## src/rtl/alu_cmd_sequencer.sv

```systemverilog
// Command FIFO + IDLE/ISSUE/RESPOND sequencer driving a combinational 4-bit ALU.
// Optional `ALU_FLAGS_EN adds rsp_zero/rsp_carry, captured alongside rsp_result.
module alu_cmd_sequencer #(
  parameter int WIDTH = 4,
  parameter int DEPTH = 4
) (
  input  logic             clk,
  input  logic             rst,
  input  logic             cmd_valid,
  output logic             cmd_ready,
  input  logic [WIDTH-1:0] cmd_a,
  input  logic [WIDTH-1:0] cmd_b,
  input  logic [1:0]       cmd_op,
  output logic [WIDTH-1:0] alu_a,
  output logic [WIDTH-1:0] alu_b,
  output logic [1:0]       alu_opcode,
  input  logic [WIDTH-1:0] alu_result,
  output logic             rsp_valid,
  input  logic             rsp_ready,
  output logic [WIDTH-1:0] rsp_result,
  output logic [1:0]       rsp_op,
`ifdef ALU_FLAGS_EN
  output logic             rsp_zero,
  output logic             rsp_carry,
`endif
  output logic             busy
);

  localparam int AW = $clog2(DEPTH);
  localparam logic [AW:0]   C_FULL  = (AW+1)'(DEPTH);
  localparam logic [AW:0]   C_ONE   = (AW+1)'(1);
  localparam logic [AW-1:0] P_ONE   = AW'(1);

  localparam logic [1:0] S_IDLE    = 2'd0;
  localparam logic [1:0] S_ISSUE   = 2'd1;
  localparam logic [1:0] S_RESPOND = 2'd2;

  logic [WIDTH-1:0] r_mem_a  [DEPTH];
  logic [WIDTH-1:0] r_mem_b  [DEPTH];
  logic [1:0]       r_mem_op [DEPTH];
  logic [AW-1:0]    r_wr_ptr;
  logic [AW-1:0]    r_rd_ptr;
  logic [AW:0]      r_count;
  logic [1:0]       r_state;

  logic [WIDTH-1:0] r_alu_a;
  logic [WIDTH-1:0] r_alu_b;
  logic [1:0]       r_alu_op;
  logic             r_rsp_valid;
  logic [WIDTH-1:0] r_rsp_result;
  logic [1:0]       r_rsp_op;

  logic w_push;
  logic w_pop;
  logic w_empty;

  assign w_empty   = (r_count == '0);
  // Ready reflects only the current fill level; a same-cycle pop does not free a slot early.
  assign cmd_ready = !rst && (r_count != C_FULL);
  assign w_push    = cmd_valid && cmd_ready;
  assign w_pop     = (r_state == S_IDLE) && !w_empty;

  always_ff @(posedge clk) begin
    if (w_push) begin
      r_mem_a[r_wr_ptr]  <= cmd_a;
      r_mem_b[r_wr_ptr]  <= cmd_b;
      r_mem_op[r_wr_ptr] <= cmd_op;
    end
  end

  always_ff @(posedge clk) begin
    if (rst) begin
      r_wr_ptr <= '0;
      r_rd_ptr <= '0;
      r_count  <= '0;
    end else begin
      if (w_push) r_wr_ptr <= r_wr_ptr + P_ONE;
      if (w_pop)  r_rd_ptr <= r_rd_ptr + P_ONE;
      case ({w_push, w_pop})
        2'b10:   r_count <= r_count + C_ONE;
        2'b01:   r_count <= r_count - C_ONE;
        default: r_count <= r_count;
      endcase
    end
  end

`ifdef ALU_FLAGS_EN
  logic [WIDTH:0] w_sum;
  logic           w_carry;
  logic           r_rsp_zero;
  logic           r_rsp_carry;

  assign w_sum = {1'b0, r_alu_a} + {1'b0, r_alu_b};
  always_comb begin
    w_carry = 1'b0;
    case (r_alu_op)
      2'b00:   w_carry = w_sum[WIDTH];
      2'b01:   w_carry = (r_alu_a < r_alu_b);
      default: w_carry = 1'b0;
    endcase
  end

  always_ff @(posedge clk) begin
    if (rst) begin
      r_rsp_zero  <= 1'b0;
      r_rsp_carry <= 1'b0;
    end else if (r_state == S_ISSUE) begin
      r_rsp_zero  <= (alu_result == '0);
      r_rsp_carry <= w_carry;
    end
  end

  assign rsp_zero  = r_rsp_zero;
  assign rsp_carry = r_rsp_carry;
`endif

  always_ff @(posedge clk) begin
    if (rst) begin
      r_state      <= S_IDLE;
      r_alu_a      <= '0;
      r_alu_b      <= '0;
      r_alu_op     <= '0;
      r_rsp_valid  <= 1'b0;
      r_rsp_result <= '0;
      r_rsp_op     <= '0;
    end else begin
      case (r_state)
        S_IDLE: begin
          if (w_pop) begin
            r_alu_a  <= r_mem_a[r_rd_ptr];
            r_alu_b  <= r_mem_b[r_rd_ptr];
            r_alu_op <= r_mem_op[r_rd_ptr];
            r_state  <= S_ISSUE;
          end
        end
        S_ISSUE: begin
          r_rsp_result <= alu_result;
          r_rsp_op     <= r_alu_op;
          r_rsp_valid  <= 1'b1;
          r_state      <= S_RESPOND;
        end
        S_RESPOND: begin
          if (rsp_ready) begin
            r_rsp_valid <= 1'b0;
            r_state     <= S_IDLE;
          end
        end
        default: r_state <= S_IDLE;
      endcase
    end
  end

  assign alu_a      = r_alu_a;
  assign alu_b      = r_alu_b;
  assign alu_opcode = r_alu_op;
  assign rsp_valid  = r_rsp_valid;
  assign rsp_result = r_rsp_result;
  assign rsp_op     = r_rsp_op;
  assign busy       = !w_empty || (r_state != S_IDLE);

endmodule

```

## config.mk

```make
export PLATFORM = sky130hd
export DESIGN_NAME = alu_cmd_sequencer
export DESIGN_NICKNAME = d
export VERILOG_FILES = /design/src/rtl/alu_cmd_sequencer.sv
export SDC_FILE = /design/constraint.sdc
export NUM_CORES = 1
export LEC_CHECK = 0
export CAP_MARGIN = 20
export CORE_ASPECT_RATIO = 2
export CORE_MARGIN = 2
export CORE_UTILIZATION = 46
export CTS_BUF_LIST = sky130_fd_sc_hd__clkbuf_8 sky130_fd_sc_hd__clkbuf_16
export CTS_CLUSTER_DIAMETER = 80
export DETAILED_ROUTE_END_ITERATION = 7
export GPL_TIMING_DRIVEN = 0
export PLACE_DENSITY = 0.68
export SETUP_SLACK_MARGIN = 0.5
export SYNTH_ARGS = -nofsm -noshare
export SYNTH_HDL_FRONTEND = slang
export SYNTH_SLANG_ARGS = --single-unit
```

## constraint.sdc

```tcl
create_clock -name clk -period 2.35 [get_ports clk]
set_clock_uncertainty 0.1 [all_clocks]
set_input_delay 0.5875 -clock clk [delete_from_list [all_inputs] [get_ports clk]]
set_output_delay 0.5875 -clock clk [all_outputs]
set_load 0.05 [all_outputs]
```

=== Word level (Yosys, flattened, before mapping) ===
Memory sizes are Yosys's and may differ from the RTL's. A register that Yosys moved wholly into a read port is not among the register bits.
Cells that the tools add are included.

* Memory bits (read-only): 0
* Memory bits (writable): 40
* Bits in latches: 0
* Memories: 3
* Input port bits: 18
* Word-level logic and storage cells: 43
* Output and inout port bits: 19
* Flip-flop bits (word level): 16

{| class="wikitable"
|+ Memory list
! name !! depth !! bits a word !! rd ports !! clocked after Yosys merged registers in !! write ports !! line !! RTL
|-
| r_mem_a || 4 || 4 || 1 || 1 || 1 || 38 || <nowiki>logic [WIDTH-1:0] r_mem_a [DEPTH];</nowiki>
|-
| r_mem_b || 4 || 4 || 1 || 1 || 1 || 39 || <nowiki>logic [WIDTH-1:0] r_mem_b [DEPTH];</nowiki>
|-
| r_mem_op || 4 || 2 || 1 || 1 || 1 || 40 || <nowiki>logic [1:0] r_mem_op [DEPTH];</nowiki>
|}

* Equal/unequal tests: 7
* Add/subtract/negate cells: 4
* Shift operators: 0
* Bitwise operators: 0
* $mul: 0
* Reductions and logical operators: 14
* Div/mod/pow operators: 0
* Multiplexer cells: 8
* $lt $le $gt $ge: 0

{| class="wikitable"
|+ Operator list
! operator !! count
|-
| 2-bit case mux with 3 select lines || 1
|-
| 3-bit case mux with 2 select lines || 1
|-
| 2-bit AND reduction || 3
|-
| 2-bit nonzero test || 3
|-
| 2-bit by 1-bit adder with 2-bit output (second input constant) || 2
|-
| 2-bit by 1-bit equality test with 1-bit output (second input constant) || 2
|-
| 2-bit equality test (second input constant) || 2
|-
| 2-bit 2-to-1 mux || 2
|-
| 2-bit inequality test (second input constant) || 2
|-
| 3-bit by 1-bit adder with 3-bit output (second input constant) || 1
|-
| 1-bit logical AND || 3
|-
| 3-bit zero test || 1
|-
| 1-bit 2-to-1 mux || 3
|-
| 3-bit inequality test (second input constant) || 1
|-
| 3-bit by 1-bit subtractor with 3-bit output (second input constant) || 1
|-
| 1-bit zero test || 2
|-
| 2-bit zero test || 1
|-
| 1-bit case mux with 2 select lines || 1
|-
| 1-bit logical OR || 1
|}

=== Logic depth before layout (Yosys ltp) ===
Gate-level depths: netlist of the first run.

* Word-level depth: 5
* Gate-level depth with buffers: 9
* Gate-level depth less buffers: 9

=== Least setup slack after synthesis of the first run ===
No wires, ideal clock.

* Path kind: in2out
* Start point: input port rst
* End point: output port cmd_ready
* Setup slack: 0.018 ns
* Data arrival time: 1.644 ns
* Cell stages on the path: 3
* Cells stage by stage: clkbuf_1 -> buf_1 -> nor2_1

* Word-level cells in the longest chain between the ends: 2

{| class="wikitable"
|+ Ends and longest elaborated chain
! element !! line !! RTL
|-
| from (decl) || 8 || <nowiki>input logic rst,</nowiki>
|-
| 1-bit zero test || 59 || <nowiki>assign cmd_ready = !rst && (r_count != C_FULL);</nowiki>
|-
| 1-bit logical AND || 59 ||
|-
| to (decl) || 10 || <nowiki>output logic cmd_ready,</nowiki>
|}

No other way between the ends.

=== Worst setup path in the final report of the first run ===
* Start point: register r_state[0]
* End point: register r_count[2]

* Word-level cells in the longest chain between the ends: 4
* Elaborated cells between the ends (all ways): 6
* Classes of those cells: eq/ne (2); mux (1); reduce/logical (3)

{| class="wikitable"
|+ Ends and longest elaborated chain
! element !! line !! RTL
|-
| from (decl) || 44 || <nowiki>logic [1:0] r_state;</nowiki>
|-
| from (signal assigned) || 119 || <nowiki>r_state <= S_IDLE;</nowiki>
|-
| from (signal assigned) || 133 || <nowiki>r_state <= S_ISSUE;</nowiki>
|-
| from (signal assigned) || 140 || <nowiki>r_state <= S_RESPOND;</nowiki>
|-
| 2-bit zero test * || 61 || <nowiki>assign w_pop = (r_state == S_IDLE) && !w_empty;</nowiki>
|-
| 1-bit logical AND * || 61 ||
|-
| via w_pop || 54 || <nowiki>logic w_pop;</nowiki>
|-
| 2-bit by 1-bit equality test with 1-bit output or 2-bit equality test (tied branches) || 79 || <nowiki>case ({w_push, w_pop})</nowiki>
|-
| 3-bit case mux with 2 select lines or 2-bit nonzero test (tied branches) || n/a ||
|-
| to (signal assigned) || 80 || <nowiki>2'b10: r_count <= r_count + C_ONE;</nowiki>
|-
| to (signal assigned) || 81 || <nowiki>2'b01: r_count <= r_count - C_ONE;</nowiki>
|-
| to (signal assigned) || 82 || <nowiki>default: r_count <= r_count;</nowiki>
|-
| to (decl) || 43 || <nowiki>logic [AW:0] r_count;</nowiki>
|}

The timed path passes the listed nets; every way through them passes the cells marked *.
A chain may end at the register's enable or synchronous reset.

==> results.md, run 1 <==
* Filler Cells Inserted at ~440
* Core region area at between 0.005 and 0.006 mm²
* Data required time of the worst path at 2500 ps
* Wire length of the first global-routing pass at between 7000 and 8000 µm
* Clock network latency to the later pin of the worst-skew pair at approximately 320 ps
* Number of antenna violations at the first check in global routing at 0
* ANT nets after route at 0
* Count of input and output buffers at 36
* TritonCTS clock tree: built
* Die width at about 57 µm
* Kind of cell adding the most delay to the critical path: simple AND/OR/NAND/NOR gates
* Detailed-route wire length per cell at between 10 and 15 µm
* Share of cells above drive strength 1 at 0.315
* Power Total at around 0.0048 W
* Share of total power in combinational logic at 0.355
* Area growth from synthesis to final layout at 34.1%
* Power per unit of standard cell area at 1360 mW/mm²
* Synth top area cells: edfxtp_1 (46%), dfxtp_1 (20%), mux4_2 (5.1%)
* DRT iter0 DRCs at 45
* I/O Pins at 37
* Crit path kind: register to register
* Floorplan die area at around 0.0064 mm²
* Count of buffering cells on the critical path with inverters included at 1
* Max H-tree Level at 3
* Final clock period utilization by the worst path at 0.910
* Synth cell count leaders: edfxtp_1 (40), dfxtp_1 (26), a21oi_1 (21)
* Yosys warnings at 0
* Portion of total power attributed to sequential cells at 0.326
* Syn nets at about 210
* Height of the die at about 110 µm
* Setup violations, final at 0
* Cells after synthesis at 188
* TritonCTS buffer count at 9
* Most frequent cell after synthesis: edfxtp_1
* Setup repair after global routing missed its margin: true
* Number of iterations in the first detailed-routing pass at 4
* CP cell instances: or2_4, nor2_4, ha_2, inv_2, fa_2, xor2_2, or3_1, a21oi_2
* Highest achievable clock rate at ~0.47 GHz
* Clk Tree Root Cell: clkbuf_16
* Worst ir drop on vdd at 1.12 mV
* Initial cell density of the core at 0.468
* Part of the total power dissipated in the clock network at 0.319
* Worst hold path class: register to register
* Critical path arrival at ~2300 ps
* Largest net degree at the start of global routing at 14
* Sequential area share after synthesis at 0.656
* Crit-path max FO at 6
* Post-synth top area cell: edfxtp_1
* Remaining routing DRC violations at 0
* CP max stage cell: or3_1
* Detailed-placement wirelength estimate at about 3200 µm
* CTS sink count at 66
* Total global-route track usage at 0.159
* Worst slew slack as a fraction of its limit at 0.673
* Number of global-route vias before repair at between 1500 and 2000
* Result of the run: finished, final reports clean
* Final number of max-transition violations at 0
* Post-synth top area share at 0.457
* Hold bufs inserted after CTS at 0
* Hold Vio Cnt, Final at 0
* Fin area at 0.00352 mm²
* Detailed-route wire length at 4600 µm
* Clock transition at the registers of the reported paths at about 60 ps
* Net Sw Power at 0.00164 W
* Overflow left after global routing at 0
* Mapped cell area at around 0.0026 mm²
* Startpoint kind of the worst setup timing path: register
* Average instance area after synthesis at 14.0 µm²
* Synthesis-stage register bit count at between 60 and 70
* Highest cell delay on the worst timing path at 380 ps
* Max capacitance violation total at 0
* Total placed instance area at around 0.0031 mm²
* Average vias per placed instance at 5.19
* Proportion of synthesized flip-flops having asynchronous set or reset at 0
* Leakage power summed over all cells at 1.27 nW
* Clock period minus worst slack at 2140 ps
* Final estimated routing congestion in global placement at just under 0.8
* Number of flops mapped to enable cells by yosys at 40
* Internal power component at ~0.0031 W
* Prevailing post-synth register cell: edfxtp_1
* Distinct cell type count of the synthesized netlist at 32
* Switching portion of total power at 0.342
* Number of cell rows at 39
* Bufs on Longest Clock Path at 2
* Count of antenna diodes in the layout at 0
* Slew @ Worst Pin at 490 ps
* Net count of the finished layout at between 200 and 300
* Endpoint type of the worst setup path: register
* Vias post-DR at 1604
layout by cell type (no fill, tap or decap), types with 2 or more instances in the layout:
master           instances
edfxtp_1                40
dfxtp_1                 22
a21oi_1                 20
clkdlybuf4s50_1         15
nand2_1                 14
o21ai_0                 12
nand3_1                 10
clkbuf_2                10
clkbuf_16                9
buf_4                    8
inv_1                    6
mux4_2                   6
clkdlybuf4s15_2          6
buf_6                    5
nor2_1                   5
and2_2                   4
mux4_1                   4
ha_1                     4
or3_1                    3
buf_2                    3
bufinv_16                3
dfxtp_4                  3
nor2_4                   2
nor3b_4                  2
clkbuf_1                 2
nand2b_1                 2
nor2b_1                  2
nor3_1                   2
clkinv_4                 2
inv_6                    2
clkdlybuf4s15_1          2
kinds of logic after synthesis:
group	share of synthesized area
flip-flops	0.656
XOR/XNOR	0.00667
multiplexers	0.0996
adder cells (fa/ha/maj)	0.0314
AO/OA/AOI/OAI	0.0696
buffers and inverters	0.0353
AND/OR/NAND/NOR	0.102
worst register-to-register path: cells and delay by family, from the launching register on:
family | cells | cell delay (ps)
compound gates | 1 | 120
fa+ha+maj | 2 | 530
buf+inv | 1 | 40
flops | 1 | 360
xor+xnor | 1 | 150
simple gates | 3 | 780
through the flow:
| step | utilization | hold WS, ps | worst slack (ps) | instances | TNS (ps) |
|---|---|---|---|---|---|
| final | 0.628 | 355 | 211 | 309 | 0 |
| after global placement | 0.549 | 342 | -1150 | 285 | -4030 |
| after CTS | 0.629 | 354 | 185 | 308 | 0 |
| after detailed placement | 0.549 | 347 | -1140 | 285 | -5530 |
| after floorplan | - | 375 | 296 | 188 | 0 |
| after global routing | 0.628 | 382 | 90.6 | 309 | 0 |
path summary, 6_finish.rpt:
check                 from       endpoint  slack, ps  cells past startpoint
max reg2reg     r_state[0]     r_count[2]        210                      8
min          rsp_result[2]  rsp_result[2]        350                      2
min reg2reg  rsp_result[2]  rsp_result[2]        350                      2
max             r_state[0]     r_count[2]        210                      8
flip-flops by register name, indices dropped and copies added, names as in the netlist:
signal and cells:
alu_a 4, alu_b 4, alu_opcode 2, r_count 3, r_mem_a 16, r_mem_b 16, r_mem_op 8, r_rd_ptr 2
r_state 2, r_wr_ptr 2, rsp_op 2, rsp_result 4, rsp_valid 1
metal layers:
layer,vias up,wire length (µm),global-route usage
met5,-,0,0
met4,0,81,0.0651
met3,5,262,0.0478
met2,44,2460,0.264
met1,751,1800,0.186
li1,804,-,-
repair_timing:
action / in CTS / in global routing
pin swaps: 6 / 6
buffers inserted: 7 / 1
resized for setup: 72 / 21
endpoints found under the setup margin: 78 / 24
final cells by class:
cell class              count  area, µm²  share of cell area
plain buffers              10       92.6              0.0263
flip-flops and latches     66       1730               0.492
inverters                   7       26.3             0.00746
clock inverters             7        125              0.0355
clock buffers               9        225              0.0639
well taps                  61       76.3              0.0217
repair buffers             44        377               0.107
multi-input cells         105        866               0.246
power groups by stage:
stage                     Sequential (W)  Clock (W)  Combinational, W
final                            0.00156    0.00152           0.00170
after global routing             0.00159    0.00161           0.00185
after CTS                        0.00156    0.00155           0.00168
after detailed placement         0.00157          0           0.00162
after global placement           0.00156          0           0.00159
after floorplan                  0.00187          0          0.000856
No activity file was read; power rests on OpenSTA's default activity.
==> inputs of run 2 (changes only) <==
Settings changed: CORE_ASPECT_RATIO 2 to 0.5.
==> run 2 against run 1 <==
- die area unchanged
- worst setup slack worse by 35 ps
- sequential power about the same
- sequential cell count unchanged
- utilization up 2.3 points
- highest routed layer unchanged
- critical path type unchanged
- clock-buffer cell count unchanged
- design area up 1.4%
- wire length up 13%
- total power up 1.4%
- first-iteration DRC count up 96%
==> results.md, run 2 (synthesis results as in run 1) <==
* Result of the run: finished, final reports clean
* Max capacitance violation total at 0
* DP Worst Slack at -1110 ps
* Number of global-route vias before repair at 1609
* Crit-path max FO at 5
* Hold Vio Cnt, Final at 0
* Number of iterations in the first detailed-routing pass at 4
* CP max stage cell: or3_1
* Detailed-route wire length per cell at around 16 µm
* Length in cells of the worst reg-to-reg path at 9
* Setup slack, reg-to-reg at around 180 ps
* Net count of the finished layout at 270
* Worst slew slack as a fraction of its limit at 0.670
* Detailed-route wire length at about 5200 µm
* Remaining routing DRC violations at 0
* Leading registers by flop count: r_mem_a: 16 flops, r_mem_b: 16 flops, r_mem_op: 8 flops
* Final clock period utilization by the worst path at 0.925
* Number of cell rows at 19
* Kind of cell adding the most delay to the critical path: simple AND/OR/NAND/NOR gates
* Data required time of the worst path at 2500 ps
* FF-to-FF Start: r_count[0]
* Clock transition at the registers of the reported paths at around 50 ps
* Count of input and output buffers at 36
* Average vias per placed instance at between 5 and 6
* CTS sink count at 66
* Count of buffering cells on the critical path with inverters included at 2
* Most heavily used metal layer in global routing: met2
* Hold_sp: rsp_result[0]
* Worst hold path class: register to register
* Clk Tree Root Cell: clkbuf_16
* Bufs on Longest Clock Path at 2
* I/O Pins at 37
* WHS Endpoint: rsp_result[0]
* Top library cells by usage in the layout, fill and taps aside: edfxtp_1 (40), dfxtp_1 (21), a21oi_1 (20)
* Hold bufs inserted after CTS at 0
* Most common library cell in the layout ignoring fill and taps: edfxtp_1
* Met3 track demand over resource at 0.0850
* Initial cell density of the core at 0.478
* Met2 capacity usage during global routing at 0.290
* Startpoint kind of the worst setup timing path: register
* Number of antenna violations at the first check in global routing at 0
* Final number of max-transition violations at 0
* DRT iter0 DRCs at 88
* R2r endpoint: r_count[2]
* Worst ir drop on vdd at between 0.6 and 0.7 mV
* Vias post-DR at approximately 1700
* Height of the die at roughly 57 µm
* Wire length of the first global-routing pass at just over 8000 µm
* Critical path arrival at 2320 ps
* Setup repair after global routing missed its margin: true
* Share of cells above drive strength 1 at 0.327
* Clock period minus worst slack at ~2200 ps
* TritonCTS buffer count at 9
* Clock network latency to the later pin of the worst-skew pair at 330 ps
* Crit path kind: register to register
* Count of antenna diodes in the layout at 0
* Floorplan die area at 0.00637 mm²
* Final Core Density at 0.650
* Largest net degree at the start of global routing at 13
* Highest cell delay on the worst timing path at 390 ps
* Highest achievable clock rate at 0.460 GHz
* Core region area at about 0.0055 mm²
* Fraction of met1 tracks used by global routing at 0.220
* Cell count of the worst hold path at 2
* Endpoint type of the worst setup path: register
* Cell type with the highest occurrence count on the critical path: nor3b_4
* Total global-route track usage at 0.178
* CP cell instances: nor3b_4, nor3b_4, inv_1, ha_2, inv_2, fa_2, xor2_2, or3_1, a21oi_2
* Slew @ Worst Pin at between 400 and 500 ps
* Max H-tree Level at 3
* TritonCTS clock tree: built
* Min setup slack post-route at approximately 180 ps
* Die width at ~110 µm
* Leakage power summed over all cells at approximately 1.3 nW
* Setup violations, final at 0
* Overflow left after global routing at 0
* Power per unit of standard cell area at roughly 1400 mW/mm²
* Final estimated routing congestion in global placement at around 0.7
* Detailed-placement wirelength estimate at approximately 3200 µm
* Area growth from synthesis to final layout at 36.0%
* ANT nets after route at 0
[run 2: area by class of cell]
type | instances | area (µm²)
Buffer | 10 | 96.3
Clock buffer | 9 | 225
Clock inverter | 7 | 87.6
Fill cell | 399 | 1920
Inverter | 7 | 26.3
Multi-Input combinational cell | 105 | 873
Sequential cell | 66 | 1740
Tap cell | 73 | 91.3
Timing Repair Buffer | 47 | 437
[run 2: tightest hold or removal path: stages, from the launching register on]
cell and delay [ps]:
dfxtp_1 310, nand2_1 50, a21oi_1 50
[run 2: routing by layer]
layer  vias to the layer above  wire [µm]
li1                        805          -
met1                       809       2400
met2                        38       2500
met3                         5        252
met4                         0         38
met5                         -          0
[run 2: how the worst max path moves through the flow]
stage | start | endpoint | slack [ps] | depth (start not counted)
finish | r_count[0] | r_count[2] | 180 | 9
global placement | rst | cmd_ready | -1090 | 5
global route | r_count[0] | r_count[2] | 110 | 9
detailed placement | rst | cmd_ready | -1110 | 5
CTS | r_count[1] | r_count[2] | 220 | 9
floorplan | cmd_valid | r_count[2] | 300 | 8
[run 2: power by group]
group	internal (W)	total, W	switching (W)
Sequential	0.00144	0.00158	0.000143
Clock	0.000917	0.00137	0.000456
Combinational	0.000789	0.00190	0.00111
[run 2: through the flow]
step           hold WS (ps)  total power [W]  cell area (µm²)  TNS, ps  std cells
6_report                359          0.00485             3570        0        324
5_1_grt                 378          0.00508             3570        0        324
4_1_cts                 361          0.00482             3560        0        322
3_5_place_dp            354          0.00320             3100    -5980        297
3_3_place_gp            341          0.00317             3100    -3930        297
2_1_floorplan           375          0.00273             2650        0        188
[run 2: timing repair]
action | CTS | global route
cloned | 0 | 0
buffers inserted | 9 | 2
resized for setup | 90 | 12
pin swaps | 7 | 8
setup endpoints to repair | 78 | 9
